`config.mk`:
```
export PLATFORM = sky130hd
export DESIGN_NAME = bsg_rf_2r1w_sync_ctrl
export DESIGN_NICKNAME = d
export VERILOG_FILES = /design/src/rtl/bsg_rf_2r1w_sync_ctrl.sv
export SDC_FILE = /design/constraint.sdc
export NUM_CORES = 1
export LEC_CHECK = 0
export ABC_CLOCK_PERIOD_IN_PS = 3990
export CELL_PAD_IN_SITES_DETAIL_PLACEMENT = 1
export CELL_PAD_IN_SITES_GLOBAL_PLACEMENT = 2
export CORE_UTILIZATION = 31
export DETAILED_ROUTE_END_ITERATION = 6
export PLACE_DENSITY = 0.92
export SETUP_SLACK_MARGIN = 0.02
export SLEW_MARGIN = 0
export SYNTH_ARGS = -nofsm -noshare
export SYNTH_HDL_FRONTEND = slang
export SYNTH_SLANG_ARGS = --single-unit
```
`constraint.sdc`:
```
create_clock -name clk_i -period 3.99 [get_ports clk_i]
set_input_delay 0.5985 -clock clk_i [delete_from_list [all_inputs] [get_ports clk_i]]
set_output_delay 0.5985 -clock clk_i [all_outputs]
set_load 0.005 [all_outputs]
```
`src/rtl/bsg_rf_2r1w_sync_ctrl.sv`:
```
// bsg_rf_2r1w_sync_ctrl: zero-fills a 2r1w sync register file, then serves x0, bypass and hold around it
module bsg_rf_2r1w_sync_ctrl #(
  parameter int width_p = 32,
  parameter int els_p = 32,
  parameter int addr_width_lp = (els_p > 1) ? $clog2(els_p) : 1
) (
  input  logic                     clk_i,
  input  logic                     reset_n_i,
  output logic                     ready_o,
  input  logic                     w_v_i,
  input  logic [addr_width_lp-1:0] w_addr_i,
  input  logic [width_p-1:0]       w_data_i,
  input  logic                     r0_v_i,
  input  logic [addr_width_lp-1:0] r0_addr_i,
  input  logic                     r1_v_i,
  input  logic [addr_width_lp-1:0] r1_addr_i,
  output logic [width_p-1:0]       r0_data_o,
  output logic [width_p-1:0]       r1_data_o,
  output logic                     mem_w_v_o,
  output logic [addr_width_lp-1:0] mem_w_addr_o,
  output logic [width_p-1:0]       mem_w_data_o,
  output logic                     mem_r0_v_o,
  output logic [addr_width_lp-1:0] mem_r0_addr_o,
  output logic                     mem_r1_v_o,
  output logic [addr_width_lp-1:0] mem_r1_addr_o,
  input  logic [width_p-1:0]       mem_r0_data_i,
  input  logic [width_p-1:0]       mem_r1_data_i
);
  localparam logic [addr_width_lp:0]   els_lp  = (addr_width_lp+1)'(els_p);
  localparam logic [addr_width_lp-1:0] last_lp = addr_width_lp'(els_p - 1);
  typedef enum logic [1:0] {IDLE, INIT, RUN} state_e;
  typedef enum logic [1:0] {HOLD, ZERO, BYP, MEM} sel_e;
  state_e state, state_n;
  logic [addr_width_lp-1:0] cnt, cnt_n;
  logic run, w_ok;
  logic [1:0] rv, mv;
  logic [addr_width_lp-1:0] ra [2];
  logic [width_p-1:0] md [2];
  logic [width_p-1:0] rd [2];
  assign run  = state == RUN;
  assign w_ok = w_v_i && w_addr_i != '0 && {1'b0, w_addr_i} < els_lp;
  always_comb begin
    state_n = state == IDLE ? INIT : (state == INIT && cnt == last_lp) ? RUN : state;
    cnt_n   = state == INIT ? cnt + 1'b1 : '0;
  end
  always_ff @(posedge clk_i or negedge reset_n_i)
    if (!reset_n_i) begin
      state   <= IDLE;
      cnt     <= '0;
      ready_o <= 1'b0;
    end else begin
      state   <= state_n;
      cnt     <= cnt_n;
      ready_o <= state_n == RUN;
    end
  assign mem_w_v_o     = state == INIT || (run && w_ok);
  assign mem_w_addr_o  = state == INIT ? cnt : w_addr_i;
  assign mem_w_data_o  = state == INIT ? '0 : w_data_i;
  assign rv            = {r1_v_i, r0_v_i};
  assign ra[0]         = r0_addr_i;
  assign ra[1]         = r1_addr_i;
  assign md[0]         = mem_r0_data_i;
  assign md[1]         = mem_r1_data_i;
  assign mem_r0_v_o    = mv[0];
  assign mem_r1_v_o    = mv[1];
  assign mem_r0_addr_o = r0_addr_i;
  assign mem_r1_addr_o = r1_addr_i;
  assign r0_data_o     = rd[0];
  assign r1_data_o     = rd[1];
  for (genvar p = 0; p < 2; p++) begin : port
    sel_e sel_n, sel_q;
    logic in_rng;
    logic [width_p-1:0] byp, last;
    assign in_rng = ra[p] != '0 && {1'b0, ra[p]} < els_lp;
    // a colliding read never reaches the memory; it takes the write data instead
    always_comb sel_n = !run ? ZERO : !rv[p] ? HOLD : !in_rng ? ZERO : (w_ok && w_addr_i == ra[p]) ? BYP : MEM;
    assign mv[p] = sel_n == MEM;
    assign rd[p] = sel_q == MEM ? md[p] : sel_q == BYP ? byp : sel_q == ZERO ? '0 : last;
    always_ff @(posedge clk_i or negedge reset_n_i)
      if (!reset_n_i) begin
        sel_q <= ZERO;
        byp   <= '0;
        last  <= '0;
      end else begin
        sel_q <= sel_n;
        if (sel_n == BYP) byp <= w_data_i;
        last  <= rd[p];
      end
  end
endmodule

```
==> summary.md <==
| Metric | Value |
|---|---|
| Synth Area in XOR/XNOR | 0.01605 |
| Fmax | 291.3 MHz |
| Hold WC Path Type | in -> async |
| Tot Pwr | 0.004000 W |
| CP endpoint kind | output port |
| Post-synthesis adder-cell area fraction | 0.003821 |
| Hold-fix buffers, CTS | 0 |
| Worst Setup EP | r1_data_o[6] |
| Yosys warns | 0 |
| Final setup fails | 0 |
| Die area | 0.02171 mm² |
| RSZ-0062 raised after global routing | false |
| Count leader, synth | dfrtp_1 |
| Static leakage | 4.284 nW |
| Ys async rst share | 1.000 |
| Syn Area/Cell | 12.33 µm² |
| Die Ht | 147.3 µm |
| R2R depth | 5 |
| Area post-placement | 0.009031 mm² |
| Mapped Nets | 649 |
| Largest net degree at the start of global routing | 74 |
| Area of the mapped netlist | 0.006549 mm² |
| Comb power frac | 0.149 |
| Clk Latency, worst-skew pair | 0.41 ns |
| Synth Area in Simple Gates | 0.09438 |
| Crit-path max FO | 33 |
| Total clock sinks | 140 |
| Clk network pwr share | 0.452 |
| Post-synthesis mux area share | 0.2509 |
| Sum Neg Setup Slack | 0 ns |
| Most used DFF post-synth | dfrtp_1 |
| Tmin final | 3.432 ns |
| Num CTS Buffers | 17 |
| Overflow after GRT | 0 |
| Setup Crit Path Kind | reg -> out |
| Share of cells above drive strength 1 | 0.1598 |
| Clock tree buffer depth | 2 |
| Core area | 0.02049 mm² |
| CP Data Arrival Time | 2.83 ns |
| Via Count | 4885 |
| CP Launch Type | register |
| Top post-synthesis cells by area | dfrtp_1 53%, mux2_4 14%, mux2i_1 9.8% |
| Worst VDD drop | 0.0002389 V |
| Initial Util | 0.3195 |
| Net switching power of the design | 0.0009243 W |
| Internal cell power | 0.003075 W |
| Post-synth EDFFs | 0 |
| DRT antenna net count | 0 |
| IO Pins | 231 |
| Post-synth top area cell | dfrtp_1 |
| Global-route wire length before repair | 30880 µm |
| Final Cycle Share | 0.8602 |
| Switching part of the total | 0.2311 |
| Vias in the first global route | 5444 |
| Top cell type's share of synthesized area | 0.5273 |
| Avg WL per Cell | 18.70 µm |
| Slew Viols, Final | 0 |
| DR iter-0 viols | 96 |
| Initial antenna violation count | 0 |
| Utilization after layout | 0.4730 |
| Gp weighted congestion | 0.7587 |
| Gr usage total | 0.1854 |
| Slew @ Worst Pin | 0.8768 ns |
| Area growth syn-to-layout | 48.03% |
| Commonest cells post-synth | 138 x dfrtp_1, 68 x o21ai_0, 67 x nand2_1 |
| Hold_ws | 0.2050 ns |
| Nets | 864 |
| Seq pwr share | 0.399 |
| Post-route cell area | 0.009694 mm² |
| CTS root buf | clkbuf_16 |
| Largest family of logic cells by synthesized area | multiplexers |
| Cell row count | 52 |
| R2R Setup Slk | 1.86 ns |
| Worst R2R End | port[1].byp[0] |
| Die Wd | 147.3 µm |
| Hold Vio Cnt, Final | 0 |
| Register area share after synthesis | 0.5353 |
| Synthesized flop and latch total | 140 |
| # port buffers | 230 |
| Library cells used by synthesis | 26 |
| WL final | 19200 µm |
| Worst Clk Skew | 0.01024 ns |
| Power Density | 412.6 mW/mm² |
| Synth Instances | 531 |
| Critical Path Source | port[1].sel_q[0] |
| Status | completed |
| Slew margin rel. | 0.4155 |
| CTS tree | yes |
| DRC violations left | 0 |
| H-tree levels | 4 |
| Vias/cell | 4.757 |
| Max-Cap Viols | 0 |
| HPWL Detailed | 13380 µm |
| Post-CTS Setup Inserts | 0 |
| First-pass DRT Iterations | 4 |
| WP data required | 3.39 ns |
| R2R Path Start | state[0] |
| Synth Area in Compound Gates | 0.05827 |
| Clk slew on worst S/H paths | 0.06 ns |
| Post-cts resize count | 0 |
| Diode count | 0 |
[worst max-delay path: stages (launching register included)]
cell and delay [ns]:
dfstp_2 0.97, and2_1 0.22, buf_4 0.37, nand2_1 0.12
o21ai_0 0.14, clkdlybuf4s50_1 0.58
[through the flow]
step	setup slack (ns)	instances
final	0.5577	1027
after global routing	0.3433	1027
after CTS	0.4782	1027
after detailed placement	0.6675	997
after global placement	0.7211	997
after floorplan	1.816	531
[cell usage in the layout, fill, tap and decap left out, types with 8 or more instances in the layout]
| cell type | instances |
|---|---|
| and2_1 | 34 |
| buf_4 | 8 |
| clkbuf_16 | 17 |
| clkdlybuf4s50_1 | 229 |
| dfrtp_1 | 136 |
| mux2_2 | 9 |
| mux2_4 | 60 |
| mux2i_1 | 64 |
| nand2_1 | 67 |
| o21ai_0 | 68 |
| xnor2_1 | 11 |
[power groups by stage]
stage,Clock (W),Sequential (W),Combinational (W)
6_report,0.00181,0.00160,0.000598
5_1_grt,0.00191,0.00161,0.000650
4_1_cts,0.00185,0.00160,0.000611
3_5_place_dp,0,0.00162,0.000605
3_3_place_gp,0,0.00162,0.000595
2_1_floorplan,0,0.00158,0.000251
[worst min-delay path by stage]
stage	start	endpoint	slack, ns	depth (start not counted)
after global routing	reset_n_i	port[1].byp[9]	0.25	1
final	reset_n_i	port[1].byp[9]	0.20	1
after CTS	reset_n_i	port[1].last[10]	0.23	1
after floorplan	reset_n_i	cnt[0]	0.30	0
after global placement	cnt[0]	cnt[0]	0.49	1
after detailed placement	cnt[0]	cnt[0]	0.49	1
[final cells by class]
cell class	count	area, µm²
clock inverters	13	237.7
flip-flops and latches	140	3508
multi-input cells	341	2775
well taps	270	337.8
repair buffers	239	2384
fillers	2211	10800
clock buffers	17	425.4
inverters	7	26.28
[metal layers]
layer  global-route usage  up-vias  share of wire
met5                    0        -              0
li1                     -     2235              -
met4              0.05206        0          0.013
met1               0.2323     2475           0.43
met3              0.05466       17          0.062
met2               0.3094      158           0.49
[cells by family (layout without fill, tap and decap cells)]
group,Yosys count,after routing
xor gates and xnor gates,12,12
muxes,133,133
buffers and inverters,50,276
and+or+nand+nor,123,123
adders and majority gates,2,2
AOI/OAI and AO/OA,71,71
DFF,140,140
[flip-flops by register name (all words and copies together) (netlist names)]
register	flops
port.sel_q	4
port.byp	64
cnt	5
state	2
port.last	64
ready_o	1
(Power assumes the default switching activity.)
